[src/rtl/audio_seq_pkg.sv]
// Shared types and default widths for the audio sample sequencer slice.
package audio_seq_pkg;

  localparam int DW_DEFAULT = 32;
  localparam int GW_DEFAULT = 17;
  localparam int CW_DEFAULT = 8;
  localparam int CAP_W      = 16;

  typedef enum logic [2:0] {
    ST_IDLE  = 3'd0,
    ST_WAIT  = 3'd1,
    ST_LATCH = 3'd2,
    ST_XFER  = 3'd3,
    ST_GAP   = 3'd4
  } seq_state_t;

endpackage

[src/rtl/audio_sample_sequencer_if.sv]
// Codec FIFO handshake plus the capture valid/ready stream, seen from the sequencer (master)
// and from the codec/consumer side (slave).
interface audio_sample_sequencer_if
  import audio_seq_pkg::*;
#(
  parameter int DW = DW_DEFAULT
);

  logic             audio_in_available;
  logic             audio_out_allowed;
  logic [DW-1:0]    left_in;
  logic [DW-1:0]    right_in;
  logic             read_audio_in;
  logic             write_audio_out;
  logic [DW-1:0]    left_out;
  logic [DW-1:0]    right_out;
  logic             cap_valid;
  logic             cap_ready;
  logic [CAP_W-1:0] cap_data;

  modport master (
    input  audio_in_available, audio_out_allowed, left_in, right_in, cap_ready,
    output read_audio_in, write_audio_out, left_out, right_out, cap_valid, cap_data
  );

  modport slave (
    output audio_in_available, audio_out_allowed, left_in, right_in, cap_ready,
    input  read_audio_in, write_audio_out, left_out, right_out, cap_valid, cap_data
  );

endinterface

[src/rtl/audio_gate_counter.sv]
// Chopper gate: counts transferred samples and flips the mute phase every `period` samples.
module audio_gate_counter
  import audio_seq_pkg::*;
#(
  parameter int GW = GW_DEFAULT
) (
  input  logic          CLOCK_50,
  input  logic          resetn,
  input  logic          advance,
  input  logic [GW-1:0] period,
  output logic          mute
);

  localparam logic [GW-1:0] ONE = GW'(1);

  logic [GW-1:0] cnt_reg, cnt_next;
  logic          phase_reg, phase_next;

  // >= rather than == so shrinking the period mid-run wraps at once instead of after 2^GW.
  always_comb begin
    cnt_next   = cnt_reg;
    phase_next = phase_reg;
    if (advance) begin
      if (period == '0) begin
        cnt_next   = '0;
        phase_next = 1'b0;
      end else if (cnt_reg >= period - ONE) begin
        cnt_next   = '0;
        phase_next = ~phase_reg;
      end else begin
        cnt_next = cnt_reg + ONE;
      end
    end
  end

  always_ff @(posedge CLOCK_50 or negedge resetn) begin
    if (!resetn) begin
      cnt_reg   <= '0;
      phase_reg <= 1'b0;
    end else begin
      cnt_reg   <= cnt_next;
      phase_reg <= phase_next;
    end
  end

  assign mute = phase_reg;

endmodule

[src/rtl/audio_sample_sequencer.sv]
// Moves one stereo sample per pass from ADC FIFO to DAC FIFO, applying the chopper gate,
// offering a 16-bit left-channel capture word and holding the LED level.
module audio_sample_sequencer
  import audio_seq_pkg::*;
#(
  parameter int DW = DW_DEFAULT,
  parameter int GW = GW_DEFAULT,
  parameter int CW = CW_DEFAULT
) (
  input  logic                     CLOCK_50,
  input  logic                     resetn,
  input  logic                     enable,
  input  logic [GW-1:0]            gate_period,
  audio_sample_sequencer_if.master bus,
  output logic [CW-1:0]            drop_cnt,
  output logic [CAP_W-1:0]         level
);

  seq_state_t       state_reg, state_next;
  logic             pulse_reg, pulse_next;
  logic             latch_en, xfer_en;
  logic             mute;
  logic [CAP_W-1:0] cap_src_reg;
  logic [CAP_W-1:0] cap_data_reg;
  logic             cap_valid_reg;
  logic [CW-1:0]    drop_reg;
  logic [CAP_W-1:0] level_reg;
  logic [DW-1:0]    chan_in  [2];
  logic [DW-1:0]    chan_out [2];

  always_ff @(posedge CLOCK_50 or negedge resetn) begin
    if (!resetn) begin
      state_reg <= ST_IDLE;
      pulse_reg <= 1'b0;
    end else begin
      state_reg <= state_next;
      pulse_reg <= pulse_next;
    end
  end

  always_comb begin
    state_next = state_reg;
    latch_en   = 1'b0;
    xfer_en    = 1'b0;
    case (state_reg)
      ST_IDLE:  if (enable) state_next = ST_WAIT;
      ST_WAIT: begin
        if (!enable)
          state_next = ST_IDLE;
        else if (bus.audio_in_available && bus.audio_out_allowed)
          state_next = ST_LATCH;
      end
      ST_LATCH: begin
        latch_en   = 1'b1;
        state_next = ST_XFER;
      end
      ST_XFER: begin
        xfer_en    = 1'b1;
        state_next = ST_GAP;
      end
      ST_GAP:   state_next = enable ? ST_WAIT : ST_IDLE;
      default:  state_next = ST_IDLE;
    endcase
    // Read and write share one flop so a pop is never seen without its push.
    pulse_next = (state_next == ST_XFER);
  end

  audio_gate_counter #(.GW(GW)) u_gate (
    .CLOCK_50 (CLOCK_50),
    .resetn   (resetn),
    .advance  (xfer_en),
    .period   (gate_period),
    .mute     (mute)
  );

  assign chan_in[0] = bus.left_in;
  assign chan_in[1] = bus.right_in;

  genvar gi;
  generate
    for (gi = 0; gi < 2; gi++) begin : g_chan
      logic [DW-1:0] out_reg;
      always_ff @(posedge CLOCK_50 or negedge resetn) begin
        if (!resetn)
          out_reg <= '0;
        else if (latch_en)
          out_reg <= mute ? '0 : chan_in[gi];
      end
      assign chan_out[gi] = out_reg;
    end
  endgenerate

  // Capture slot: a consumer handshake during XFER frees the slot for the new word.
  always_ff @(posedge CLOCK_50 or negedge resetn) begin
    if (!resetn) begin
      cap_src_reg   <= '0;
      cap_data_reg  <= '0;
      cap_valid_reg <= 1'b0;
      drop_reg      <= '0;
      level_reg     <= '0;
    end else begin
      if (latch_en)
        cap_src_reg <= bus.left_in[DW-1 -: CAP_W];
      if (xfer_en) begin
        level_reg <= chan_out[0][DW-1 -: CAP_W];
        if (!cap_valid_reg || bus.cap_ready) begin
          cap_data_reg  <= cap_src_reg;
          cap_valid_reg <= 1'b1;
        end else if (drop_reg != '1) begin
          drop_reg <= drop_reg + CW'(1);
        end
      end else if (cap_valid_reg && bus.cap_ready) begin
        cap_valid_reg <= 1'b0;
      end
    end
  end

  assign bus.read_audio_in   = pulse_reg;
  assign bus.write_audio_out = pulse_reg;
  assign bus.left_out        = chan_out[0];
  assign bus.right_out       = chan_out[1];
  assign bus.cap_valid       = cap_valid_reg;
  assign bus.cap_data        = cap_data_reg;
  assign drop_cnt            = drop_reg;
  assign level               = level_reg;

endmodule

[src/flat_wrapper.sv]
// flat-port wrapper written by rule: the top's interface ports become plain ports
module audio_sample_sequencer_flat import audio_seq_pkg::*;
#(
  parameter int DW = DW_DEFAULT,
  parameter int GW = GW_DEFAULT,
  parameter int CW = CW_DEFAULT
)
  (CLOCK_50, resetn, enable, gate_period, drop_cnt, level, bus_audio_in_available, bus_audio_out_allowed, bus_left_in, bus_right_in, bus_cap_ready, bus_read_audio_in, bus_write_audio_out, bus_left_out, bus_right_out, bus_cap_valid, bus_cap_data);
  audio_sample_sequencer_if #(.DW(DW)) bus_i ();
  input  logic CLOCK_50;
  input  logic resetn;
  input  logic enable;
  input  logic [GW-1:0] gate_period;
  output logic [CW-1:0] drop_cnt;
  output logic [CAP_W-1:0] level;
  input wire logic [$bits(bus_i.audio_in_available)-1:0] bus_audio_in_available;
  input wire logic [$bits(bus_i.audio_out_allowed)-1:0] bus_audio_out_allowed;
  input wire logic [$bits(bus_i.left_in)-1:0] bus_left_in;
  input wire logic [$bits(bus_i.right_in)-1:0] bus_right_in;
  input wire logic [$bits(bus_i.cap_ready)-1:0] bus_cap_ready;
  output wire logic [$bits(bus_i.read_audio_in)-1:0] bus_read_audio_in;
  output wire logic [$bits(bus_i.write_audio_out)-1:0] bus_write_audio_out;
  output wire logic [$bits(bus_i.left_out)-1:0] bus_left_out;
  output wire logic [$bits(bus_i.right_out)-1:0] bus_right_out;
  output wire logic [$bits(bus_i.cap_valid)-1:0] bus_cap_valid;
  output wire logic [$bits(bus_i.cap_data)-1:0] bus_cap_data;
  assign bus_i.audio_in_available = bus_audio_in_available;
  assign bus_i.audio_out_allowed = bus_audio_out_allowed;
  assign bus_i.left_in = bus_left_in;
  assign bus_i.right_in = bus_right_in;
  assign bus_i.cap_ready = bus_cap_ready;
  assign bus_read_audio_in = bus_i.read_audio_in;
  assign bus_write_audio_out = bus_i.write_audio_out;
  assign bus_left_out = bus_i.left_out;
  assign bus_right_out = bus_i.right_out;
  assign bus_cap_valid = bus_i.cap_valid;
  assign bus_cap_data = bus_i.cap_data;
  audio_sample_sequencer #(.DW(DW), .GW(GW), .CW(CW)) u_core (.CLOCK_50(CLOCK_50), .resetn(resetn), .enable(enable), .gate_period(gate_period), .bus(bus_i), .drop_cnt(drop_cnt), .level(level));
endmodule
[config.mk]
export PLATFORM = sky130hd
export DESIGN_NAME = audio_sample_sequencer_flat
export DESIGN_NICKNAME = d
export VERILOG_FILES = /design/src/rtl/audio_seq_pkg.sv /design/src/rtl/audio_sample_sequencer_if.sv /design/src/rtl/audio_gate_counter.sv /design/src/rtl/audio_sample_sequencer.sv /design/src/flat_wrapper.sv
export SDC_FILE = /design/constraint.sdc
export NUM_CORES = 1
export LEC_CHECK = 0
export BUFFER_PORTS_ARGS = -buffer_cell sky130_fd_sc_hd__clkbuf_2
export CAP_MARGIN = 20
export CORE_MARGIN = 2
export CORE_UTILIZATION = 52
export DETAILED_ROUTE_END_ITERATION = 7
export PLACE_DENSITY = 0.86
export SLEW_MARGIN = 20
export SYNTH_ARGS = -nofsm -noshare
export SYNTH_HDL_FRONTEND = slang
export SYNTH_HIERARCHICAL = 1
export SYNTH_SLANG_ARGS = --single-unit
[constraint.sdc]
create_clock -name CLOCK_50 -period 2.68 [get_ports CLOCK_50]
set_clock_uncertainty 0.2 [all_clocks]
set_input_delay 0.402 -clock CLOCK_50 [delete_from_list [all_inputs] [get_ports CLOCK_50]]
set_output_delay 0.402 -clock CLOCK_50 [all_outputs]
set_load 0.1 [all_outputs]
==> results of run 1 <==
what timing repair did:
item                       in CTS  in global routing
hold endpoints to repair       60                  0
buffers inserted                1                  0
setup endpoints to repair      18                 18
gates resized for setup         4                  4
hold buffers                    1                  0
pin swaps                       3                  2
worst max-delay path, delay by kind of cell:
| family | cells | cell delay [ns] |
|---|---|---|
| AND/OR/NAND/NOR | 7 | 1.78 |
| AO/OA/AOI/OAI | 2 | 0.38 |
| adder cells (fa/ha/maj) | 1 | 0.29 |
| XOR/XNOR | 1 | 0.11 |
| buffers and inverters | 2 | 0.25 |
how the worst min path moves through the flow:
stage	cells past startpoint	to	slack, ns
floorplan	0	u_core/bus.cap_data[0]$_DFFE_PN0P_	-0.09
global placement	1	u_core/cap_src_reg[7]$_DFFE_PN0P_	0.21
detailed placement	1	u_core/cap_src_reg[7]$_DFFE_PN0P_	0.21
CTS	3	u_core/bus.right_out[0]$_DFFE_PN0P_	0.007
global route	3	u_core/bus.left_out[5]$_DFFE_PN0P_	0.02
finish	3	u_core/bus.right_out[0]$_DFFE_PN0P_	0.02
layer usage:
| metal | GRT usage, % | up-vias |
|---|---|---|
| met2 | 38.92 | 159 |
| met4 | 8.784 | 0 |
| met1 | 27.99 | 2539 |
| li1 | - | 2557 |
| met3 | 5.664 | 24 |
| met5 | 0 | - |
synthesized netlist by cell type (2+ instances only):
cell	instances	area [um^2]
dfrtp_1	143	3578
nand2_1	126	473.0
o21ai_0	70	350.3
nand2b_1	67	419.2
mux2_2	33	371.6
nor2_1	26	97.59
ha_1	20	250.2
xnor2_1	19	166.4
xor2_1	16	140.1
clkbuf_1	15	56.30
inv_1	14	52.55
nand4_1	12	75.07
buf_4	10	75.07
nor3_1	10	50.05
nand3_1	6	30.03
a21oi_1	5	25.02
and3_1	4	25.02
buf_2	4	20.02
a211oi_1	3	22.52
nor2b_1	3	18.77
nor4_1	3	18.77
a41oi_1	2	17.52
buf_6	2	22.52
o22ai_1	2	12.51
o2bb2ai_1	2	17.52
cells by family after synthesis:
family | after synthesis | share of synthesized area, %
buf+inv | 45 | 3.419
compound gates | 88 | 7.442
xor+xnor | 35 | 4.628
fa+ha+maj | 20 | 3.778
flops | 143 | 54.02
mux | 34 | 5.761
simple gates | 272 | 20.95
layout make-up:
cell class	count	area, um^2	share of cell area, %
clock inverters	9	155.1	1.791
inverters	14	52.55	0.6068
flip-flops and latches	143	3578	41.32
well taps	172	215.2	2.485
multi-input cells	449	2878	33.23
repair buffers	228	1294	14.94
clock buffers	23	488.0	5.634
stage by stage:
stage	cell area, um^2	util (%)	TNS (ns)	std cells	worst slack [ns]
3_3_place_gp	7963	63.61	-13.06	1004	-0.7486
6_report	8661	69.19	-7.587	1038	-0.4477
4_1_cts	8640	69.02	-7.005	1038	-0.4012
2_1_floorplan	6648	-	-10.32	637	-0.6329
3_5_place_dp	7963	63.61	-15.09	1004	-0.8580
5_1_grt	8661	69.19	-9.350	1038	-0.5527
==> results.json, run 1 <==
{
  "status": "finished, violations left",
  "violations": "setup timing",
  "final_cell_mix": "clkbuf_2, dfrtp_1, nand2_1",
  "setup_viol": 18,
  "grt_pass1_wl_mm": 24.15,
  "core_area_um2": 12520,
  "wl_met1_mm": 6.511,
  "synth-edff-count": 0,
  "area_growth_syn_to_layout_pct": 30.75,
  "slew-limit-headroom_pct": 49.00,
  "cp_data_arrival_time_ns": 3.22,
  "synth-async-reset-ratio_pct": 100.0,
  "ios": 194,
  "remaining_drc_errors": 0,
  "whs_ns": 0.02035,
  "slew_viol_final": 0,
  "synth_area_per_cell_um2": 10.40,
  "h-tree-depth": 4,
  "synth_nets": 744,
  "worstReg2RegStart": "u_core/u_gate/cnt_reg[2]$_DFFE_PN0P_",
  "path_class": "in2reg",
  "numCtsBuffers": 17,
  "clock_path_buffers": 2,
  "viasPerCell": 5.086,
  "reg2reg_slack_ns": 0.42,
  "worstSetupStartpointType": "primary input",
  "route.met2.wl_mm": 7.617,
  "synthCells": 637,
  "antennaDiodeCount": 0,
  "timing.reg2reg.worst_path_depth": 7,
  "worst_slack_ns": -0.4477,
  "vias": 5279,
  "firstDrtPassIters": 4,
  "dpl.hpwl_mm": 10.79,
  "std_cell_rows": 41,
  "worstHoldStart": "bus_right_in[0]",
  "dieArea_um2": 13660,
  "clk_latency_ns": 0.41,
  "worstPathRequired_ns": 2.77,
  "start_util_pct": 52.92,
  "finalWeightedCongestion": 0.8018,
  "slowest_delay_ns": 0.52,
  "drive_gt1_share_pct": 36.14,
  "cpMaxStageDelayCell": "or4_4",
  "drv_cap": 0,
  "worstSetupEndpoint": "u_core/u_gate/cnt_reg[16]$_DFFE_PN0P_",
  "max_freq_mhz": 319.7,
  "drt_wl_total_mm": 15.16,
  "path_max_fanout": 14,
  "fin_crit_ns": 3.128,
  "synth_cell_type_count": 45,
  "clock-sinks": 143,
  "die_x_um": 116.9,
  "highest-signal-layer": "met4",
  "grt.overflow.total": 0,
  "crit_start": "gate_period[6]",
  "antenna_left": 0,
  "crit_path_cell_trace": "buf_6 -> or4_4 -> or2_4 -> or3_4 -> nor4_4 -> xnor2_1 -> ha_1 -> nand4_1 -> nor4_2 -> a211oi_2 -> a31oi_4 -> buf_12 -> nor2_1",
  "tritoncts": "yes",
  "grt_max_degree": 74,
  "met3_length_um": 769,
  "syn_area_um2": 6624,
  "finish.net_count": 960,
  "yosysWarnings": 6,
  "cts-root-buf": "clkbuf_16",
  "portBuffers": 193,
  "worstMarginPinSlew_ns": 0.7650,
  "ys.flop_type": "dfrtp_1",
  "endpoint_kind": "flip-flop",
  "yosysSeqAreaShare_pct": 54.02,
  "reg2reg_to": "u_core/u_gate/cnt_reg[16]$_DFFE_PN0P_",
  "drt-initial-drc-count": 387,
  "grt_antenna_before_repair": 0,
  "rsz0062_at_grt": "true",
  "num-fill-cells": 966,
  "ys_seq_elements": 143,
  "final_common_cell": "clkbuf_2",
  "grt_pass1_vias": 5197,
  "wl_per_cell_um": 14.61,
  "clk_pin_slew_ns": 0.06,
  "grt_usage_pct": 22.78,
  "finalHoldViolations": 0,
  "die_h_um": 116.9,
  "holdCritPathClass": "in2reg",
  "fin_crit_sh_pct": 116.7
}
Power of run 1 is left out: the tool's default activity adds up to more than one toggle a clock period on the data nets, which glitch-free logic cannot reach.
==> inputs of run 2 (changes only) <==
--- a/config.mk
+++ b/config.mk
@@ -7,10 +7,12 @@
 export LEC_CHECK = 0
 export BUFFER_PORTS_ARGS = -buffer_cell sky130_fd_sc_hd__clkbuf_2
 export CAP_MARGIN = 20
+export CELL_PAD_IN_SITES_DETAIL_PLACEMENT = 1
+export CELL_PAD_IN_SITES_GLOBAL_PLACEMENT = 1
 export CORE_MARGIN = 2
-export CORE_UTILIZATION = 52
+export CORE_UTILIZATION = 25
 export DETAILED_ROUTE_END_ITERATION = 7
-export PLACE_DENSITY = 0.86
+export PLACE_DENSITY = 0.61
 export SLEW_MARGIN = 20
 export SYNTH_ARGS = -nofsm -noshare
 export SYNTH_HDL_FRONTEND = slang
==> results.json, run 2 (synthesized netlist as in run 1, its figures left out) <==
{
  "area_growth_syn_to_layout_pct": 34.68,
  "finalWeightedCongestion": 0.7227,
  "remaining_drc_errors": 0,
  "die_x_um": 166.8,
  "reg2reg_slack_ns": 0.32,
  "highest-signal-layer": "met4",
  "finalHoldViolations": 0,
  "drt-initial-drc-count": 261,
  "whs_ns": 0.02391,
  "slew-limit-headroom_pct": 62.10,
  "fin_crit_ns": 3.113,
  "holdCritPathClass": "in2reg",
  "grt_max_degree": 82,
  "seq_area_um2": 3580,
  "drive_gt1_share_pct": 36.58,
  "antennaDiodeCount": 0,
  "drt_wl_total_mm": 17.88,
  "slew_viol_final": 0,
  "final_common_cell": "clkbuf_2",
  "cts-root-buf": "clkbuf_16",
  "setup_viol": 18,
  "cp_data_arrival_time_ns": 3.26,
  "endpoint_kind": "flip-flop",
  "num-fill-cells": 3014,
  "rsz0062_at_grt": "true",
  "start_util_pct": 25.42,
  "worst_slack_ns": -0.4327,
  "clk_pin_slew_ns": 0.06,
  "max_freq_mhz": 321.3,
  "numCtsBuffers": 17,
  "std_cell_rows": 59,
  "met3_length_um": 676,
  "drv_cap": 0,
  "viasPerCell": 4.344,
  "wl_met1_mm": 8.391,
  "violations": "setup timing",
  "dieArea_um2": 27810,
  "portBuffers": 193,
  "grt_pass1_vias": 5464,
  "clk_latency_ns": 0.41,
  "path_max_fanout": 10,
  "worstPathRequired_ns": 2.82,
  "grt_antenna_before_repair": 0,
  "wl_per_cell_um": 14.82,
  "grt_usage_pct": 13.08,
  "h-tree-depth": 4,
  "status": "finished, violations left",
  "fin_crit_sh_pct": 116.1,
  "grt_pass1_wl_mm": 29.21,
  "dpl.hpwl_mm": 13.13,
  "core_area_um2": 26060,
  "clock-sinks": 143,
  "die_h_um": 166.8,
  "grt.overflow.total": 0,
  "final_cell_mix": "clkbuf_2, dfrtp_1, nand2_1",
  "ios": 194,
  "tritoncts": "yes",
  "route.met2.wl_mm": 8.539,
  "finish.net_count": 966,
  "path_class": "in2reg",
  "multi_input_area_um2": 2861,
  "worstSetupStartpointType": "primary input",
  "firstDrtPassIters": 4,
  "clock_path_buffers": 2,
  "vias": 5243,
  "antenna_left": 0,
  "worstMarginPinSlew_ns": 0.5641
}
run 2: layout make-up:
class / instances / share of cell area [%]
inverter: 14 / 0.5891
clock buffer: 18 / 4.923
timing repair buffer: 234 / 15.57
sequential: 143 / 40.13
multi-input combinational: 449 / 32.08
clock inverter: 14 / 2.020
tap: 335 / 4.698
run 2: per-stage QoR:
| step | instance area, um^2 | setup WS, ns | util (%) | instances | TNS (ns) |
|---|---|---|---|---|---|
| floorplan | 6648 | -0.6329 | - | 637 | -10.32 |
| global placement | 8240 | -0.8360 | 31.62 | 1170 | -14.78 |
| detailed placement | 8240 | -0.9338 | 31.62 | 1170 | -15.95 |
| CTS | 8914 | -0.4308 | 34.21 | 1206 | -7.136 |
| global route | 8921 | -0.5552 | 34.23 | 1207 | -9.156 |
| finish | 8921 | -0.4327 | 34.23 | 1207 | -7.126 |
run 2: path summary, 6_finish.rpt:
| kind | to | from | cells past startpoint |
|---|---|---|---|
| max | u_core/u_gate/cnt_reg[13]$_DFFE_PN0P_ | gate_period[6] | 13 |
| min | u_core/bus.right_out[31]$_DFFE_PN0P_ | bus_right_in[31] | 3 |
| max reg2reg | u_core/u_gate/cnt_reg[13]$_DFFE_PN0P_ | u_core/u_gate/cnt_reg[2]$_DFFE_PN0P_ | 7 |
| min reg2reg | u_core/level[10]$_DFFE_PN0P_ | u_core/level[10]$_DFFE_PN0P_ | 2 |
| max in group asynchronous | u_core/bus.right_out[27]$_DFFE_PN0P_ | resetn | 3 |
| min in group asynchronous | u_core/cap_src_reg[8]$_DFFE_PN0P_ | resetn | 2 |
run 2: repair_timing:
| item | CTS | global route |
|---|---|---|
| pin swaps | 3 | 0 |
| hold buffers | 2 | 0 |
| gates resized for setup | 5 | 0 |
| hold endpoints to repair | 51 | 0 |
| setup buffers | 2 | 1 |
| setup endpoints to repair | 18 | 18 |
run 2: worst max-delay path: stages:
cell and delay, ns:
clkbuf_2 0.09, or4_4 0.53, or2_4 0.25, or3_4 0.41
nor4_4 0.16, xnor2_1 0.15, ha_1 0.26, nand4_1 0.14
nor4_2 0.06, a211oi_2 0.33, a31oi_4 0.19, buf_12 0.18
nor2_1 0.11
run 2: routing by layer:
metal | global-route usage [%] | vias up
met1 | 17.52 | 2537
met3 | 2.638 | 22
met4 | 4.385 | 0
li1 | - | 2562
met2 | 21.20 | 122
met5 | 0 | -
Power of run 2 is left out for the same reason.
==> inputs of run 3 (changes only) <==
--- a/config.mk
+++ b/config.mk
@@ -12,9 +12,8 @@
 export CORE_MARGIN = 2
 export CORE_UTILIZATION = 25
 export DETAILED_ROUTE_END_ITERATION = 7
-export PLACE_DENSITY = 0.61
+export PLACE_DENSITY = 0.62
 export SLEW_MARGIN = 20
 export SYNTH_ARGS = -nofsm -noshare
 export SYNTH_HDL_FRONTEND = slang
-export SYNTH_HIERARCHICAL = 1
 export SYNTH_SLANG_ARGS = --single-unit
==> results.json, run 3 <==
{
  "status": "finished, violations left",
  "violations": "setup timing",
  "grt.busiest_layer": "met2",
  "synth_nets": 783,
  "tritoncts": "yes",
  "std_cell_rows": 58,
  "yosysSeqAreaShare_pct": 56.29,
  "worstHoldStart": "bus_right_in[30]",
  "worstMarginPinSlew_ns": 0.5841,
  "met1_usage_pct": 19.52,
  "grt_max_degree": 91,
  "crit_start": "gate_period[12]",
  "rsz0062_at_grt": "true",
  "ys.flop_type": "dfrtp_1",
  "fin_crit_ns": 3.025,
  "instances_no_fill": 1301,
  "slowest_delay_ns": 0.53,
  "grt_antenna_before_repair": 0,
  "ys_seq_elements": 143,
  "die_x_um": 163.5,
  "finish.net_count": 1065,
  "grt_pass1_vias": 6126,
  "worstSetupStartpointType": "primary input",
  "final_common_cell": "nand2_1",
  "synth-async-reset-ratio_pct": 100.0,
  "clock-sinks": 143,
  "cp_data_arrival_time_ns": 3.12,
  "fin_crit_sh_pct": 112.9,
  "yosys-top-cells-count": "nand2_1, dfrtp_1, o21ai_0, clkbuf_1, nor2_1",
  "die_h_um": 163.5,
  "max_freq_mhz": 330.6,
  "crit_family": "simple AND/OR/NAND/NOR gates",
  "reg2reg_slack_ns": 0.36,
  "num-fill-cells": 2937,
  "path_max_fanout": 4,
  "dieArea_um2": 26720,
  "core_area_um2": 25110,
  "dp_cells": 1201,
  "yosysWarnings": 0,
  "cpMaxStageDelayCell": "or4_4",
  "synthCells": 676,
  "final_cell_mix": "nand2_1, clkbuf_2, dfrtp_1",
  "ios": 194,
  "grt_use_met2_pct": 25.49,
  "synth_top_area_share_pct": 56.29,
  "setup_viol": 18,
  "grt_pass1_wl_mm": 32.35,
  "antenna_left": 0,
  "worst_slack_ns": -0.3453,
  "synth_area_per_cell_um2": 9.404,
  "grt.overflow.total": 0,
  "drive_gt1_share_pct": 35.12,
  "start_util_pct": 25.32,
  "finalHoldViolations": 0,
  "cts-root-buf": "clkbuf_16",
  "crit_top_cell": "buf_6",
  "slew-limit-headroom_pct": 61.23,
  "crit_path_cell_trace": "buf_6 -> or4_4 -> or3_4 -> nor3_4 -> xnor2_2 -> ha_1 -> nand4_1 -> nor3_2 -> a21oi_4 -> buf_6 -> buf_6 -> a41oi_4 -> o22ai_2",
  "finalWeightedCongestion": 0.7227,
  "worstPathRequired_ns": 2.78,
  "final_util_pct": 37.95,
  "syn_area_um2": 6357,
  "wl_per_cell_um": 15.36,
  "dpl.hpwl_mm": 13.63,
  "worstReg2RegStart": "u_core.u_gate.cnt_reg[8]$_DFFE_PN0P_",
  "vias": 5696,
  "firstDrtPassIters": 4,
  "path_buf_inv": 3,
  "portBuffers": 193,
  "clk_pin_slew_ns": 0.07,
  "slew_viol_final": 0,
  "drt-initial-drc-count": 177,
  "drt_wl_total_mm": 19.99,
  "clk_latency_ns": 0.42,
  "synth_cell_type_count": 38,
  "viasPerCell": 4.378,
  "antennaDiodeCount": 0,
  "clock_path_buffers": 2,
  "h-tree-depth": 4,
  "synth-edff-count": 0,
  "grt_util_met3_pct": 4.495,
  "numCtsBuffers": 17,
  "area_growth_syn_to_layout_pct": 49.87,
  "synth.most_common_cell": "nand2_1",
  "synth.area.top_cells": "dfrtp_1, nand2_1, o21ai_0",
  "endpoint_kind": "flip-flop",
  "holdCritPathClass": "in2reg",
  "yosys.area.top_type": "dfrtp_1",
  "drv_cap": 0,
  "path_class": "in2reg",
  "grt_usage_pct": 15.41,
  "remaining_drc_errors": 0
}
run 3: cell count changes in the layout (fill, tap and decap cells not counted), sizes merged, moves of 5 or more:
cell and change:
xnor2 +5, buf +14, mux2 -16, nand2 +117
a21oi +5, xor2 -6, dlygate4sd3 +51, nand2b -64
nand3 +6
run 3: cell type report:
cell class,count,area [um^2],area share [%]
Clock buffer,17,425.4,4.465
Clock inverter,15,215.2,2.259
Inverter,15,76.32,0.8011
Multi-Input combinational cell,485,2834,29.74
Sequential cell,143,3582,37.60
Tap cell,330,412.9,4.334
Timing Repair Buffer,296,1982,20.80
run 3: metal layers:
metal / wire length [um] / part of all wire, % / up-vias
met2: 9674 / 48 / 120
met5: 0 / 0 / -
li1: - / - / 2795
met4: 281 / 1.4 / 0
met3: 1045 / 5.2 / 18
met1: 8983 / 45 / 2763
run 3: cell families after synthesis:
kind of cell    after synthesis  share of synthesized area, %
simple gates                323                         21.10
compound gates               91                         7.951
buf+inv                      48                         3.031
flops                       143                         56.29
mux                          17                         3.011
xor+xnor                     34                         4.684
fa+ha+maj                    20                         3.936
run 3: final timing paths:
path | to | cells after the start
worst max register to register | u_core.u_gate.cnt_reg[3]$_DFFE_PN0P_ | 9
worst min-delay path | u_core.bus.right_out[30]$_DFFE_PN0P_ | 3
min in group asynchronous | u_core.state_reg[0]$_DFF_PN0_ | 3
worst max-delay path | u_core.u_gate.cnt_reg[3]$_DFFE_PN0P_ | 13
max in group asynchronous | u_core.bus.right_out[21]$_DFFE_PN0P_ | 3
worst min register to register | u_core.cap_src_reg[10]$_DFFE_PN0P_ | 2
run 3: worst reg2reg max path, stage by stage, from the launching register on:
cell and delay [ns]:
dfrtp_1 0.43, ha_1 0.35, nand4_1 0.13, buf_4 0.16, nor3_2 0.25, a21oi_4 0.11
buf_6 0.14, buf_6 0.12, a41oi_4 0.20, o22ai_2 0.10
run 3: stage by stage:
| step | instance area, um^2 | setup TNS (ns) | worst slack [ns] | hold slack, ns |
|---|---|---|---|---|
| floorplan | 6445 | -6.248 | -0.3808 | -0.09359 |
| global placement | 8021 | -13.30 | -0.7577 | 0.2030 |
| detailed placement | 8021 | -14.28 | -0.8410 | 0.2097 |
| CTS | 9383 | -5.722 | -0.3532 | 0.00004907 |
| global route | 9528 | -5.527 | -0.4260 | 0.01844 |
| finish | 9528 | -4.001 | -0.3453 | 0.02056 |
run 3: timing repair:
action,in CTS,in global routing
hold buffers,53,0
setup buffers,8,7
gates resized for setup,27,26
endpoints found under the setup margin,18,18
hold endpoints to repair,196,0
pin swaps,23,20
cloned,1,0
Power of run 3 is left out for the same reason.
